==> src/rtl/complex_pkg.sv <==
// Shared constants and FSM encoding for the complex_cal datapath blocks.
// Saturation limits are derived from the operand width so overridden widths stay consistent.
package complex_pkg;

  localparam int DW    = 8;
  localparam int FRAC  = 7;
  localparam int ACC_W = 2 * DW + 1;

  function automatic int sat_max(input int dw);
    return (1 << (dw - 1)) - 1;
  endfunction

  function automatic int sat_min(input int dw);
    return -(1 << (dw - 1));
  endfunction

  localparam int SAT_MAX = sat_max(DW);
  localparam int SAT_MIN = sat_min(DW);

  typedef enum logic [2:0] {
    IDLE = 3'd0,
    P_AC = 3'd1,
    P_BD = 3'd2,
    P_AD = 3'd3,
    P_BC = 3'd4
  } state_t;

endpackage

==> src/rtl/complex_mul_if.sv <==
// Operand/result bundle between a source and complex_mul.
// Input side: a transfer happens on a rising edge where mul_din_vld && mul_din_rdy; the source holds vld and operands until then. Output side: mul_dout_vld is a one-cycle strobe with no ready.
interface complex_mul_if #(
  parameter int DW = complex_pkg::DW
);
  logic signed [DW-1:0] re_1;
  logic signed [DW-1:0] im_1;
  logic signed [DW-1:0] re_2;
  logic signed [DW-1:0] im_2;
  logic                 mul_din_vld;
  logic                 mul_din_rdy;
  logic signed [DW-1:0] mul_dout_re;
  logic signed [DW-1:0] mul_dout_im;
  logic                 mul_dout_vld;

  modport master (
    output re_1, im_1, re_2, im_2, mul_din_vld,
    input  mul_din_rdy, mul_dout_re, mul_dout_im, mul_dout_vld
  );

  modport slave (
    input  re_1, im_1, re_2, im_2, mul_din_vld,
    output mul_din_rdy, mul_dout_re, mul_dout_im, mul_dout_vld
  );
endinterface

==> src/rtl/complex_sat.sv <==
// Arithmetic right shift by FRAC (rounds toward -inf) followed by a clamp to the signed DW range.
module complex_sat #(
  parameter int DW   = complex_pkg::DW,
  parameter int FRAC = complex_pkg::FRAC
) (
  input  logic signed [2*DW:0]  i_acc,
  output logic signed [DW-1:0]  o_sat
);
  import complex_pkg::*;

  localparam int                       ACC_W  = 2 * DW + 1;
  localparam logic signed [ACC_W-1:0]  LIM_HI = ACC_W'(sat_max(DW));
  localparam logic signed [ACC_W-1:0]  LIM_LO = ACC_W'(sat_min(DW));

  logic signed [ACC_W-1:0] w_shr;

  assign w_shr = i_acc >>> FRAC;

  always_comb begin
    o_sat = w_shr[DW-1:0];
    if (w_shr > LIM_HI) begin
      o_sat = LIM_HI[DW-1:0];
    end else if (w_shr < LIM_LO) begin
      o_sat = LIM_LO[DW-1:0];
    end
  end

endmodule

==> src/rtl/complex_mul.sv <==
// Iterative complex multiplier: (a+jb)(c+jd) on one shared DWxDW signed multiplier over four cycles,
// saturated Q1.(DW-1) result with a one-cycle valid strobe.
module complex_mul #(
  parameter int DW   = complex_pkg::DW,
  parameter int FRAC = complex_pkg::FRAC
) (
  input  logic          clk,
  input  logic          rst_n,
  complex_mul_if.slave  bus,
  output logic [2:0]    o_state
);
  import complex_pkg::*;

  localparam int ACC_W = 2 * DW + 1;

  state_t r_state;
  state_t w_state_nxt;

  logic signed [DW-1:0]    r_a, r_b, r_c, r_d;
  logic signed [ACC_W-1:0] r_acc_re, r_acc_im;
  logic signed [DW-1:0]    w_m1, w_m2;
  logic signed [2*DW-1:0]  w_prod;
  logic signed [ACC_W-1:0] w_prod_ext;
  logic signed [ACC_W-1:0] w_im_sum;
  logic signed [DW-1:0]    w_sat_re, w_sat_im;

  always_ff @(posedge clk or negedge rst_n) begin
    if (!rst_n) begin
      r_state <= IDLE;
    end else begin
      r_state <= w_state_nxt;
    end
  end

  always_comb begin
    w_state_nxt = r_state;
    case (r_state)
      IDLE:    if (bus.mul_din_vld) w_state_nxt = P_AC;
      P_AC:    w_state_nxt = P_BD;
      P_BD:    w_state_nxt = P_AD;
      P_AD:    w_state_nxt = P_BC;
      P_BC:    w_state_nxt = IDLE;
      default: w_state_nxt = IDLE;
    endcase
  end

  // The single multiplier's operand pair follows the partial-product schedule.
  always_comb begin
    w_m1 = '0;
    w_m2 = '0;
    case (r_state)
      P_AC:    begin w_m1 = r_a; w_m2 = r_c; end
      P_BD:    begin w_m1 = r_b; w_m2 = r_d; end
      P_AD:    begin w_m1 = r_a; w_m2 = r_d; end
      P_BC:    begin w_m1 = r_b; w_m2 = r_c; end
      default: begin w_m1 = '0;  w_m2 = '0;  end
    endcase
  end

  assign w_prod     = w_m1 * w_m2;
  assign w_prod_ext = {w_prod[2*DW-1], w_prod};
  assign w_im_sum   = r_acc_im + w_prod_ext;

  complex_sat #(.DW(DW), .FRAC(FRAC)) u_sat_re (.i_acc(r_acc_re), .o_sat(w_sat_re));
  complex_sat #(.DW(DW), .FRAC(FRAC)) u_sat_im (.i_acc(w_im_sum), .o_sat(w_sat_im));

  always_ff @(posedge clk or negedge rst_n) begin
    if (!rst_n) begin
      r_a              <= '0;
      r_b              <= '0;
      r_c              <= '0;
      r_d              <= '0;
      r_acc_re         <= '0;
      r_acc_im         <= '0;
      bus.mul_dout_re  <= '0;
      bus.mul_dout_im  <= '0;
      bus.mul_dout_vld <= 1'b0;
    end else begin
      bus.mul_dout_vld <= 1'b0;
      case (r_state)
        IDLE: begin
          if (bus.mul_din_vld) begin
            r_a <= bus.re_1;
            r_b <= bus.im_1;
            r_c <= bus.re_2;
            r_d <= bus.im_2;
          end
        end
        P_AC: r_acc_re <= w_prod_ext;
        P_BD: r_acc_re <= r_acc_re - w_prod_ext;
        P_AD: r_acc_im <= w_prod_ext;
        P_BC: begin
          bus.mul_dout_re  <= w_sat_re;
          bus.mul_dout_im  <= w_sat_im;
          bus.mul_dout_vld <= 1'b1;
        end
        default: ;
      endcase
    end
  end

  assign bus.mul_din_rdy = (r_state == IDLE);
  assign o_state         = r_state;

endmodule

==> src/flat_wrapper.sv <==
// flat-port wrapper written by rule: the top's interface ports become plain ports
module complex_mul_flat import complex_pkg::*;
#(
  parameter int DW   = complex_pkg::DW,
  parameter int FRAC = complex_pkg::FRAC
)
  (clk, rst_n, o_state, bus_re_1, bus_im_1, bus_re_2, bus_im_2, bus_mul_din_vld, bus_mul_din_rdy, bus_mul_dout_re, bus_mul_dout_im, bus_mul_dout_vld);
  complex_mul_if #(.DW(DW)) bus_i ();
  input  logic clk;
  input  logic rst_n;
  output logic [2:0] o_state;
  input wire logic [$bits(bus_i.re_1)-1:0] bus_re_1;
  input wire logic [$bits(bus_i.im_1)-1:0] bus_im_1;
  input wire logic [$bits(bus_i.re_2)-1:0] bus_re_2;
  input wire logic [$bits(bus_i.im_2)-1:0] bus_im_2;
  input wire logic [$bits(bus_i.mul_din_vld)-1:0] bus_mul_din_vld;
  output wire logic [$bits(bus_i.mul_din_rdy)-1:0] bus_mul_din_rdy;
  output wire logic [$bits(bus_i.mul_dout_re)-1:0] bus_mul_dout_re;
  output wire logic [$bits(bus_i.mul_dout_im)-1:0] bus_mul_dout_im;
  output wire logic [$bits(bus_i.mul_dout_vld)-1:0] bus_mul_dout_vld;
  assign bus_i.re_1 = bus_re_1;
  assign bus_i.im_1 = bus_im_1;
  assign bus_i.re_2 = bus_re_2;
  assign bus_i.im_2 = bus_im_2;
  assign bus_i.mul_din_vld = bus_mul_din_vld;
  assign bus_mul_din_rdy = bus_i.mul_din_rdy;
  assign bus_mul_dout_re = bus_i.mul_dout_re;
  assign bus_mul_dout_im = bus_i.mul_dout_im;
  assign bus_mul_dout_vld = bus_i.mul_dout_vld;
  complex_mul #(.DW(DW), .FRAC(FRAC)) u_core (.clk(clk), .rst_n(rst_n), .bus(bus_i), .o_state(o_state));
endmodule
==> config.mk <==
export PLATFORM = sky130hd
export DESIGN_NAME = complex_mul_flat
export DESIGN_NICKNAME = d
export VERILOG_FILES = /design/src/rtl/complex_pkg.sv /design/src/rtl/complex_mul_if.sv /design/src/rtl/complex_sat.sv /design/src/rtl/complex_mul.sv /design/src/flat_wrapper.sv
export SDC_FILE = /design/constraint.sdc
export NUM_CORES = 1
export LEC_CHECK = 0
export ABC_AREA = 1
export ABC_CLOCK_PERIOD_IN_PS = 14100
export CAP_MARGIN = 10
export CORE_MARGIN = 5
export CORE_UTILIZATION = 65
export DETAILED_ROUTE_END_ITERATION = 7
export HOLD_SLACK_MARGIN = 0.12
export PLACE_DENSITY = 0.87
export SYNTH_ARGS = -nofsm -noshare
export SYNTH_HDL_FRONTEND = slang
export SYNTH_HIERARCHICAL = 1
export SYNTH_SLANG_ARGS = --single-unit
export TNS_END_PERCENT = 30
==> constraint.sdc <==
create_clock -name clk -period 14.1 [get_ports clk]
set_input_delay 2.82 -clock clk [delete_from_list [all_inputs] [get_ports clk]]
set_output_delay 2.82 -clock clk [all_outputs]
set_load 0.02 [all_outputs]
==> flow_summary.toml <==
[outcome]
status = "complete, no violations"

[critical_path]
cp-end-kind = "flip-flop"
cp-start-kind = "flip-flop"
crit_top_cell = "nand2_1"
required_ns = 14.39
cp_data_arrival_time_ns = 8.38
crit_slowest_cell = "fa_1"
worst-path-buf-inv = 7
path_class = "reg -> reg"
crit_fanout = 25
crit_path_max_incr_delay_ns = 0.69
cp_top_family = "adder cells"

[placement]
dp.cells = 1158
dp_hpwl_mm = 13.9
gp_congestion = 0.927
io_buffers = 55
dp_slack_ns = 6.13

[clock_tree]
clk_pin_slew_ns = 0.06
cts.hold.buffers_added = 0
cts_buffer_depth = 2
cts_tree = "yes"
cts_resized = 0
htreeDepth = 3
cts_inserted_buffers = 9
cts_setup_buffers = 0
cts.sinks = 85
clk_latency_ns = 0.36
root_buffer = "clkbuf_16"

[routing]
drt_wl_total_mm = 18.1
postRouteAntennaNets = 0
vias_per_cell = 5.52
drc = 0
wl_per_cell_um = 15.4
dr.pass1.iters = 6
drt_iter0_drc = 544
vias = 6477

[floorplanning]
initial_core_util = 0.667
core-area_sq_um = 11500
die_width_um = 119
io_pins = 56
fp.dieH_um = 119
die-area_sq_um = 14100
num_rows = 39

[grt]
grt_max_degree = 75
grt_usage = 0.268
grt_overflow = 0
grt_pass1_wl_mm = 30.6
antenna_found_initial = 0
grt_pass1_vias = 6432

[final_layout]
antenna_cells = 0
finalNonFillerCells = 1173
drive_above_1_share = 0.0796
nets = 1175
syn2layout_area_growth_pct = 12.5

[flow_run]
maxCapViolCount = 0

[logic_synthesis]
syn_avg_cell_area_sq_um = 7.91
synth.cell_area_sq_um = 7680
yosysWarnings = 6
syn_inst = 971
syn_nets = 1120

[timing]
maxSlewViolCount = 0
fin_skew_ns = 0.0105
rsz0062_at_grt = "false"
fin_crit_ns = 8.10
tns_ns = 0
min_period_over_period = 0.574
worst_slew_pin_slew_ns = 0.939
max_slew_margin = 0.374
hold_viol = 0
setup_viol = 0
fmax_mhz = 124
setup_slack_ns = 6.00

[min_path]
hold_class = "reg -> reg"
registers in the layout, summed over array words and instances (netlist names):
| name | count |
|---|---|
| u_core/r_c | 8 |
| u_core/r_b | 8 |
| u_core/r_a | 8 |
| u_core/r_d | 8 |
| u_core/bus.mul_dout_vld | 1 |
| u_core/r_acc_re | 17 |
| u_core/bus.mul_dout_im | 8 |
| u_core/r_acc_im | 16 |
| u_core/o_state | 3 |
| u_core/bus.mul_dout_re | 8 |
worst min-delay path, cell delays in order (launching register included):
cell and delay, ns:
dfrtp_1 0.35, nand2_1 0.05, nand2_1 0.05
cell type report:
type / count / area (sq um)
Multi-Input combinational cell: 682 / 4780
Clock inverter: 3 / 22.5
Tap cell: 143 / 179
Timing Repair Buffer: 58 / 571
Clock buffer: 12 / 246
Fill cell: 824 / 2880
Sequential cell: 85 / 2130
Inverter: 190 / 713
layout by cell type, fill, tap and decap left out, drive strengths merged, types with 5 or more instances in the layout:
master / n
a21oi: 37
a22o: 7
a31oi: 9
clkbuf: 12
clkdlybuf4s50: 54
clkinv: 6
dfrtp: 85
fa: 57
ha: 57
inv: 187
mux2: 28
nand2: 283
nand3: 43
nor2: 47
nor3: 5
o211ai: 5
o21ai: 51
o21bai: 6
xnor2: 9
xor2: 16
stage by stage:
step	hold WS, ns	util	area (sq um)
after detailed placement	0.468	0.727	8370
after floorplan	0.455	-	7680
after global placement	0.465	0.727	8370
after global routing	0.494	0.750	8640
final	0.483	0.750	8640
after CTS	0.486	0.750	8640
path summary, 6_finish.rpt:
check	end	from	slack, ns	cells past startpoint
worst min register to register	u_core/bus.mul_dout_re[5]	u_core/bus.mul_dout_re[5]	0.48	2
worst min-delay path	u_core/bus.mul_dout_re[5]	u_core/bus.mul_dout_re[5]	0.48	2
worst max-delay path	u_core/bus.mul_dout_im[1]	u_core/o_state[1]	6.00	35
min in group asynchronous	u_core/r_c[7]	rst_n	2.29	1
max in group asynchronous	u_core/r_acc_re[1]	rst_n	10.64	2
worst max register to register	u_core/bus.mul_dout_im[1]	u_core/o_state[1]	6.00	35
layer usage:
layer / part of all wire / global-route usage
met1: 0.42 / 0.355
met2: 0.49 / 0.453
met3: 0.065 / 0.0449
met4: 0.021 / 0.0840
met5: 0 / 0
Power is not shown: default switching activity piles up to over one toggle a cycle in this logic, so the estimate is an artifact.
